$ cat src/rtl/utf8_encode_sequencer.sv
// utf8_encode_sequencer
// Drives a hardware_utf8 transcoder through its active-low strobe interface:
// each accepted 32-bit code point is loaded MSB first over the 8-bit din path,
// the transcoder status is checked, and the encoded bytes are read back one
// per valid/ready handshake on the byte stream.
//
// Build option: define UTF8_ENC_REPLACE_EN to re-encode an erroring character
// once as U+FFFD (EF BF BD). Without it, erroring characters are dropped.
module utf8_encode_sequencer (
    input  logic        clk,
    input  logic        rst,
    input  logic        chk_range,
    input  logic [31:0] char_data,
    input  logic        char_valid,
    output logic        char_ready,
    output logic [7:0]  byte_data,
    output logic        byte_valid,
    input  logic        byte_ready,
    output logic        byte_last,
    output logic        err_pulse,
    output logic        busy,
    output logic [7:0]  u_din,
    output logic        u_cbe,
    output logic        u_chk_range,
    output logic        u_cin_n,
    output logic        u_bout_n,
    output logic        u_rst_in_n,
    output logic        u_rst_out_n,
    output logic        u_cout_n,
    output logic        u_bin_n,
    input  logic [7:0]  u_dout,
    input  logic        u_bout_eof,
    input  logic        u_error
);

    localparam logic [3:0] S_IDLE  = 4'd0;
    localparam logic [3:0] S_CLR   = 4'd1;
    localparam logic [3:0] S_LOAD0 = 4'd2;
    localparam logic [3:0] S_LOAD1 = 4'd3;
    localparam logic [3:0] S_LOAD2 = 4'd4;
    localparam logic [3:0] S_LOAD3 = 4'd5;
    localparam logic [3:0] S_CHECK = 4'd6;
    localparam logic [3:0] S_READ  = 4'd7;
    localparam logic [3:0] S_OUT   = 4'd8;

    localparam logic [31:0] REPLACEMENT_CHAR = 32'h0000_FFFD;

    logic [3:0]  state_q, state_d;
    logic [31:0] cbuf_q, cbuf_d;
`ifdef UTF8_ENC_REPLACE_EN
    logic        repl_q, repl_d;
`endif

    // Next-state logic: sequence CLR -> LOAD0..3 -> CHECK -> (READ, OUT)*.
    always_comb begin
        // NOTE: every variable assigned here gets a default first so no path
        // leaves it unassigned, which would otherwise infer a latch.
        state_d = state_q;
        cbuf_d  = cbuf_q;
`ifdef UTF8_ENC_REPLACE_EN
        repl_d  = repl_q;
`endif
        case (state_q)
            S_IDLE: begin
                if (char_valid) begin
                    cbuf_d  = char_data;
`ifdef UTF8_ENC_REPLACE_EN
                    repl_d  = 1'b0;
`endif
                    state_d = S_CLR;
                end
            end
            S_CLR:   state_d = S_LOAD0;
            S_LOAD0: state_d = S_LOAD1;
            S_LOAD1: state_d = S_LOAD2;
            S_LOAD2: state_d = S_LOAD3;
            S_LOAD3: state_d = S_CHECK;
            S_CHECK: begin
                if (u_error) begin
`ifdef UTF8_ENC_REPLACE_EN
                    // One replacement pass only; U+FFFD itself never errors,
                    // but the repl flag guarantees termination regardless.
                    if (!repl_q) begin
                        cbuf_d  = REPLACEMENT_CHAR;
                        repl_d  = 1'b1;
                        state_d = S_CLR;
                    end else begin
                        state_d = S_IDLE;
                    end
`else
                    state_d = S_IDLE;
`endif
                end else if (u_bout_eof) begin
                    // Zero-length encoding: nothing to read back.
                    state_d = S_IDLE;
                end else begin
                    state_d = S_READ;
                end
            end
            S_READ:  state_d = S_OUT;
            S_OUT: begin
                if (byte_ready) begin
                    state_d = u_bout_eof ? S_IDLE : S_READ;
                end
            end
            default: state_d = S_IDLE;
        endcase
    end

    // State and character buffer registers with synchronous reset.
    always_ff @(posedge clk) begin
        // NOTE: sequential state uses non-blocking assignments so every
        // register samples the pre-edge values of the others.
        if (rst) begin
            state_q <= S_IDLE;
            cbuf_q  <= '0;
`ifdef UTF8_ENC_REPLACE_EN
            repl_q  <= 1'b0;
`endif
        end else begin
            state_q <= state_d;
            cbuf_q  <= cbuf_d;
`ifdef UTF8_ENC_REPLACE_EN
            repl_q  <= repl_d;
`endif
        end
    end

    // Output decode; everything is forced to its idle value while rst is high.
    always_comb begin
        char_ready = 1'b0;
        byte_valid = 1'b0;
        byte_data  = 8'h00;
        byte_last  = 1'b0;
        err_pulse  = 1'b0;
        busy       = 1'b0;
        u_din      = 8'h00;
        u_cin_n    = 1'b1;
        u_bout_n   = 1'b1;
        u_rst_in_n = 1'b1;
        if (rst) begin
            // Hold the transcoder cleared for as long as we are in reset.
            u_rst_in_n = 1'b0;
        end else begin
            busy = (state_q != S_IDLE);
            case (state_q)
                S_IDLE:  char_ready = 1'b1;
                S_CLR:   u_rst_in_n = 1'b0;
                S_LOAD0: begin
                    u_cin_n = 1'b0;
                    u_din   = cbuf_q[31:24];
                end
                S_LOAD1: begin
                    u_cin_n = 1'b0;
                    u_din   = cbuf_q[23:16];
                end
                S_LOAD2: begin
                    u_cin_n = 1'b0;
                    u_din   = cbuf_q[15:8];
                end
                S_LOAD3: begin
                    u_cin_n = 1'b0;
                    u_din   = cbuf_q[7:0];
                end
                S_CHECK: err_pulse = u_error;
                S_READ:  u_bout_n = 1'b0;
                S_OUT: begin
                    // The transcoder holds dout/bout_eof until the next bout
                    // strobe, so these stay stable under back-pressure.
                    byte_valid = 1'b1;
                    byte_data  = u_dout;
                    byte_last  = u_bout_eof;
                end
                default: ;
            endcase
        end
    end

    // Static transcoder controls: big-endian input, output side never reset
    // or used for decode.
    assign u_cbe       = 1'b1;
    assign u_chk_range = chk_range;
    assign u_rst_out_n = 1'b1;
    assign u_cout_n    = 1'b1;
    assign u_bin_n     = 1'b1;

endmodule

$ cat config.mk
export PLATFORM = sky130hd
export DESIGN_NAME = utf8_encode_sequencer
export DESIGN_NICKNAME = d
export VERILOG_FILES = /design/src/rtl/utf8_encode_sequencer.sv
export SDC_FILE = /design/constraint.sdc
export NUM_CORES = 1
export LEC_CHECK = 0
export CORE_ASPECT_RATIO = 2
export CORE_MARGIN = 3
export CORE_UTILIZATION = 44
export CTS_CLUSTER_SIZE = 40
export DETAILED_ROUTE_END_ITERATION = 12
export GPL_TIMING_DRIVEN = 0
export PLACE_DENSITY_LB_ADDON = 0.3
export SYNTH_ARGS = -nofsm -noshare
export SYNTH_HDL_FRONTEND = slang
export SYNTH_SLANG_ARGS = --single-unit
$ cat constraint.sdc
create_clock -name clk -period 1.9 [get_ports clk]
set_clock_uncertainty 0.15 [all_clocks]
set_input_delay 0.19 -clock clk [delete_from_list [all_inputs] [get_ports clk]]
set_output_delay 0.19 -clock clk [all_outputs]
set_load 0.02 [all_outputs]
== Word level (Yosys, flattened, before mapping) ==
Cells that the tools add are included.

* $add $sub $neg: 0
* $mul: 0
* Div/mod/pow operators: 0
* Order comparisons: 0
* Equality and inequality tests: 10
* Shift operators: 0
* Muxes and demuxes: 24
* Bitwise gates (word level): 0
* Reduce and logical (&&, ||, !) cells: 5

{| class="wikitable"
|+ Operators by type and width
! kind !! number
|-
| one-hot mux 4 bit (9 select lines) || 1
|-
| one-hot mux 8 bit (4 select lines) || 1
|-
| two-way mux 8 bit || 3
|-
| equality test 4 x 3 -> 1 bit (second input constant) || 4
|-
| two-way mux 1 bit || 15
|-
| equality test 4 x 2 -> 1 bit (second input constant) || 2
|-
| two-way mux 4 bit || 2
|-
| two-way mux 3 bit || 2
|-
| equality test 4 x 1 -> 1 bit (second input constant) || 1
|-
| equality test 4 bit (second input constant) || 1
|-
| logical NOT 4 bit || 1
|-
| != test 2 bit (second input constant) || 2
|-
| AND reduction 2 bit || 2
|-
| nonzero test 4 bit || 1
|-
| OR reduction 4 bit || 1
|}

* Register bits: 36
* Latch bits: 0
* Bits in writable memories: 0
* Bits in read-only memories: 0
* Bits of input ports: 47
* Output and inout bits: 29
* Word-level logic and storage cells: 41
* Memories: 0

== Logic depth before layout (Yosys ltp) ==
* Word-level depth: 4
* Depth in mapped cells: 5
* Depth with buffers taken out: 3

== Least setup slack after synthesis ==
Ideal clock, no wire load.

* Kind: reg-to-output
* From: register state_q[3]
* To: output port u_din[0]
* Arrival: 1446 ps
* Data required time: 1560 ps
* Path slack: 114 ps
* Stages on the path, launching flop included: 5
* Buffers on the path: 1
* Path through: dfxtp_1 dlymetal6s2s_1 nor2_1 nand2_1 nor2_1

* Cells in the longest elaborated chain, start to end: 3
* Elaborated cells between the ends (all ways): 6

{| class="wikitable"
|+ Ends and longest elaborated chain
! element !! RTL line !! RTL
|-
| start, declared || 48 || <nowiki>logic [3:0] state_q, state_d;</nowiki>
|-
| start signal, assigned || 121 || <nowiki>state_q <= state_d;</nowiki>
|-
| equality test 4 x 3 -> 1 bit or equality test 4 x 2 -> 1 bit (tied branches) || 146 || <nowiki>case (state_q)</nowiki>
|-
| one-hot mux 8 bit (4 select lines) (*) || 146 ||
|-
| two-way mux 8 bit (*) || 141 || <nowiki>if (rst) begin</nowiki>
|-
| end, declared || 22 || <nowiki>output logic [7:0] u_din,</nowiki>
|}

Every way passes the cells marked *; elsewhere a longest branch is shown, timed or not.

== Worst setup path after layout ==
* From: register state_q[1]
* To: output port byte_last

* Cells in the longest elaborated chain, start to end: 3

{| class="wikitable"
|+ Ends and longest elaborated chain
! element !! RTL line !! RTL
|-
| equality test 4 bit || 146 ||
|-
| two-way mux 1 bit || 146 ||
|-
| two-way mux 1 bit || 141 ||
|-
| end, declared || 19 || <nowiki>output logic byte_last,</nowiki>
|}

No other way between the ends.

==> results summary <==
The run finished, with violations left. The checks that failed: setup timing. The proportion of synthesized chip area in sequential cells is 35.4%. For the worst-skew pair, the clock arrives at the later sink with an insertion delay of 0.29 ns. The fraction of final layout cells with drive strength greater than 1 came out at 28.3%. The dominant synthesized flop cell is dfxtp_1. The number of failing hold endpoints at the final stage came out at 0. After synthesis, the mean cell area works out to 8.31 µm². The path type of the worst setup path is reg2out. The number of top-level pins is 76.

The final worst slack came out at -0.173 ns. The die outline area came out at 5530 µm². The worst setup path is launched from a flip-flop. The number of global-route vias before repair came out at 2233. The post-cts hold buffer count came out at 0.

The final-stage net count is 382. Traced cell by cell, the critical path runs through or4b_4 -> nor2_4 -> and2_4 -> buf_6. The post-detailed-route wirelength per cell came out at 17.1 µm.

The total via count in the routed design came out at 2178. The post-route fraction of the period consumed by the critical path is 109%. Entering global routing, the biggest net connects 15 pins. The final core utilization is 70.6%. The max-capacitance violation count is 0. The launch instance of the worst min-delay path is char_valid. The number of unique standard cell types used by synthesis came out at 39.

The top achievable clock speed came out at 482 MHz. The depth of the most critical reg-to-reg path came out at 8. Setup repair after global routing could not meet its margin everywhere. The maximum count of clock buffers along a single path is 2. The total detailed-routing wirelength is 6.66 mm. The worst reg-to-reg setup slack is 0.05 ns. The total count of max-transition violations in the final report came out at 0. The ratio of total power to cell area is 640 nW/µm².

The starting utilization of the core area came out at 46.0%. The placer congestion estimate is 0.864. The filler cell count came out at 353. The clock edge transition at the registers on the reported setup and hold paths is 0.07 ns. The floorplan step set the die height to 102 µm.

The number of iterations in the first detailed-routing pass is 4. The type of the worst min-delay path is in2reg. The kind of capture point of the worst setup path is a primary output.

Together, buffers and inverters on the worst path number 1. The area of the multi-input gates came out at 1230 µm². The top-area cell type share of the netlist area came out at 35.4%. The area occupied by registers is 733 µm².

The startpoint identified for the worst register-to-register timing path is state_q[0]$_SDFFE_PP0P_. The cell with the largest stage delay on the worst path is or4b_4. Synthesis produced 245 cells.

For this run, the total global-route usage over all layers was measured as 25.4%. The worst-case setup slack after placement is -0.715 ns. VDD sags by at most 0.587 mV. CTS saw 36 sinks.

The placement row count came out at 34. The number of antenna violations at the first check in global routing is 0. The worst path required time is 1.56 ns. The remaining global-route overflow came out at 0. The first global-routing pass estimated 10.2 mm of wire. By area the synthesized netlist is led by dfxtp_1, a21oi_1, mux2i_1, nand3_1, o21ai_1. The setup violation total in the final timing report came out at 19. The worst-case hold path end point is cbuf_q[1]$_SDFFE_PP0P_.

The maximum single-stage delay on the critical path came out at 0.60 ns. The number of nets with antenna violations after routing is 0. The number of I/O port buffers is 69. The netlist area before placement came out at 2040 µm². The tree is rooted in a clkbuf_8. The die width is 54.1 µm. The half-perimeter wire length of the detailed placement result is 4.57 mm. Counting I/O delays and the setup requirement, the final critical path takes 2.07 ns. The count of state elements after synthesis came out at 36. The via density per instance is 5.58. The H-tree depth came out at 2. The number of flops mapped to enable cells by yosys is 0. The worst hold path passes through 3 cells. The worst path arrival time came out at 1.73 ns.

The Yosys step of the flow raised 0 warnings. The TritonCTS clock tree is yes. TritonCTS created 5 clock buffers. Along the worst path, the maximum fanout reaches 5. In the synthesized netlist the async set-or-reset flop fraction comes to 0%. The iteration-0 DRC count of the detailed router is 43. The biggest area contributor in the post-synthesis netlist is dfxtp_1. Compared with the post-synthesis result, the final layout area differs by 53.5%. The placeable core region came out at 4420 µm².

For this run, design rule violations remaining after detail routing come to 0. Grouping stages by cell kind, the critical path spends the most delay in simple AND/OR/NAND/NOR gates. The total inserted antenna cells is 0. The worst register-to-register path ends at cbuf_q[23]$_SDFFE_PP0P_. The static leakage power came out at 1.18 nW.
## worst max-delay path by stage
| stage | slack, ns | endpoint | start | depth (start not counted) |
|---|---|---|---|---|
| CTS | -0.17 | byte_data[6] | state_q[2]$_SDFFE_PP0P_ | 4 |
| finish | -0.17 | byte_last | state_q[1]$_SDFFE_PP0P_ | 4 |
| floorplan | 0.11 | u_din[0] | state_q[3]$_SDFFE_PP0P_ | 4 |
| global route | -0.20 | byte_data[7] | state_q[1]$_SDFFE_PP0P_ | 4 |
| global placement | -0.74 | char_ready | rst | 5 |
| detailed placement | -0.72 | busy | rst | 5 |
## worst min-delay path, stage by stage
cell	delay, ns
clkbuf_1	0.18
nand3_1	0.14
a21oi_1	0.05
## flip-flops by register name, indices dropped and copies added, names as in the netlist
register,count
state_q,4
cbuf_q,32
## cell usage after synthesis, types with 2 or more instances
master	instances
dfxtp_1	36
a21oi_1	32
nand3_1	32
o21ai_1	32
mux2i_1	16
nor2_1	14
o22a_1	10
and2_1	9
clkbuf_1	9
buf_4	6
buf_2	5
buf_6	5
buf_1	4
nand2_1	3
inv_1	2
nand3b_1	2
nor2b_1	2
o21a_1	2
or3b_1	2
or4_4	2
or4b_1	2
## layout make-up
cell class / instances / share of cell area (%)
flip-flops and latches: 36 / 23.5
multi-input cells: 181 / 39.5
inverters: 3 / 0.360
repair buffers: 81 / 25.0
well taps: 54 / 2.16
clock buffers: 8 / 2.88
plain buffers: 27 / 6.65
## what timing repair did
action | 4_1_cts | 5_1_grt
gates resized for setup | 152 | 18
gates cloned | 1 | 1
buffers inserted | 11 | 2
pin swaps | 9 | 9
endpoints found under the setup margin | 24 | 44
## through the flow
stage	TNS, ns	cell area, µm²	hold slack [ns]	total power, mW	cells
global route	-3.23	3130	0.220	2.08	390
CTS	-1.72	3060	0.174	1.98	388
detailed placement	-12.43	2810	0.322	1.36	371
floorplan	0	2050	0.188	1.17	248
global placement	-11.65	2810	0.314	1.35	371
finish	-2.20	3130	0.170	2.00	390
## cell usage in the layout, fill, tap and decap left out, types with 4 or more instances in the layout
cell type / instances
clkbuf_8: 6
buf_6: 20
o21ai_1: 29
clkbuf_1: 8
nand3_1: 32
clkdlybuf4s50_1: 44
buf_4: 23
o22a_1: 10
conb_1: 4
and2_4: 8
dfxtp_1: 32
mux2i_1: 12
a21oi_1: 32
nor2_1: 11
## kinds of logic after synthesis
group | count (synthesis) | share of synthesized area (%)
other | 1 | 0.184
buffers and inverters | 33 | 9.77
XOR/XNOR | 1 | 0.430
AO/OA/AOI/OAI | 82 | 24.2
flip-flops | 36 | 35.4
multiplexers | 16 | 7.87
AND/OR/NAND/NOR | 76 | 22.1
## where the power goes
| part | internal, mW | switching (mW) |
|---|---|---|
| clock | 0.296 | 0.266 |
| combinational | 0.294 | 0.298 |
| sequential | 0.808 | 0.0382 |
## per-layer routing
layer  wire length, µm  GRT usage [%]  up-vias
met3               408           5.40       32
met5                 0              0        -
met1              2190           23.0      998
met2              3700           46.1      103
met4               362           19.0        0
li1                  -              -     1045
(Power assumes the default switching activity.)
==> variant (same flow settings) <==
Put a register stage on the output `err_pulse`, cleared by the reset. The value now appears one clock later. The other outputs are not delayed to match.
--- a/src/rtl/utf8_encode_sequencer.sv
+++ b/src/rtl/utf8_encode_sequencer.sv
@@ -45,4 +45,6 @@
 
     localparam logic [31:0] REPLACEMENT_CHAR = 32'h0000_FFFD;
+
+    logic err_pulse_d;
 
     logic [3:0]  state_q, state_d;
@@ -133,5 +135,5 @@
         byte_data  = 8'h00;
         byte_last  = 1'b0;
-        err_pulse  = 1'b0;
+        err_pulse_d = 1'b0;
         busy       = 1'b0;
         u_din      = 8'h00;
@@ -163,5 +165,5 @@
                     u_din   = cbuf_q[7:0];
                 end
-                S_CHECK: err_pulse = u_error;
+                S_CHECK: err_pulse_d = u_error;
                 S_READ:  u_bout_n = 1'b0;
                 S_OUT: begin
@@ -185,4 +187,12 @@
     assign u_bin_n     = 1'b1;
 
+    always_ff @(posedge clk) begin
+        if (rst) begin
+            err_pulse <= '0;
+        end else begin
+            err_pulse <= err_pulse_d;
+        end
+    end
+
 endmodule
 
Function: changed (Yosys sat finds a counterexample within 10 cycles, from zero or initial values and one cycle with rst high).
==> variant against the unedited design <==
  * The flow still finishes with violations (negative setup slack)
  * Global-route usage down 2.4 points
  * Routed wire length down 7.8%
  * Count of clock-buffer cells in the layout is 1 lower
  * Total power increased by 2.3%
  * Area after synthesis rose by 0.98%
  * Sequential cell count up 1
  * Setup slack better by 52 ps
  * Final area decreased by 1.6%
  * Critical path type unchanged
  * Largest power group unchanged
==> variant: results (changes against the unedited design) <==
Status
  – Outcome: complete, but fails checks (unchanged)
  – Failing checks: negative setup slack (unchanged)

Clocking
  – # resized after CTS: 138 (was 152)
  – Post-CTS setup buffer count: 7 (was 11)

Pwr
  – VDD IR max: 753.6 µV (was 587.3 µV)
  – Cell leakage power: 0.001175 µW (was 0.001179 µW)

Critical path
  – R2r setup slk: 90 ps (was 50 ps)
  – Reg-to-Reg End: cbuf_q[15] (was cbuf_q[23])
  – Critical Path Max Stage Delay: 570 ps (was 600 ps)
  – Reg2Reg Depth: 6 (was 8)
  – Worst Path Arrival: 1680 ps (was 1730 ps)

Global route
  – First-pass GRT wire length: 9.390 mm (was 10.16 mm)
  – Met2 Track Usage GR: 0.4174 (was 0.4607)

Synthesis
  – Mean Syn Cell Area: 8.357 µm² (was 8.309 µm²)
  – Register area share after synthesis: 0.3603 (was 0.3540)
  – Top cells by area, synth: dfxtp_1, a21oi_1, mux2i_1 (unchanged)

Routing
  – Met2 WL: 3.323 mm (was 3.701 mm)
  – M1 WL: 2.174 mm (was 2.190 mm)
  – Metal3 WL: 362 µm (was 408 µm)
  – Initial DRC count: 52 (was 43)

Timing
  – Sum Neg Setup Slack: -1234 ps (was -2205 ps)
  – Worst Slack Setup Final: -120.8 ps (was -173.2 ps)
  – Hold_ws: 135.7 ps (was 170.1 ps)
  – Final setup vio count: 19 (unchanged)

Place
  – Setup WS pre-CTS: -682.8 ps (was -715.2 ps)
  – Placed cell count: 372 (was 371)

Final layout
  – Clk_buf instances: 7 (was 8)
  – Signal buf overhead: 0.3108 (was 0.3167)
  – Final instance area: 0.003075 mm² (was 0.003126 mm²)
  – Register area: 753.2 µm² (was 733.2 µm²)
## variant: logic make-up after synthesis
| group | after synthesis | synth area share |
|---|---|---|
| other | 1 | 0.001824 |
| AND/OR/NAND/NOR | 76 | 0.2191 |
| multiplexers | 16 | 0.07790 |
| XOR/XNOR | 1 | 0.004261 |
| flip-flops | 37 | 0.3603 |
| buffers and inverters | 33 | 0.09677 |
| AO/OA/AOI/OAI | 82 | 0.2398 |
## variant: worst max path at each step
stage	endpoint	startpoint
after floorplan	u_din[0]	state_q[3]
after global placement	char_ready	rst
after detailed placement	busy	rst
after CTS	byte_data[5]	state_q[0]
after global routing	byte_data[2]	state_q[2]
final	byte_data[5]	state_q[2]
## variant: power breakdown
group | switching (µW) | total, µW | internal, µW | leakage, µW
Sequential | 35.5 | 865 | 829 | 0.000306
Clock | 270 | 598 | 328 | 0.0000542
Combinational | 286 | 584 | 298 | 0.000815
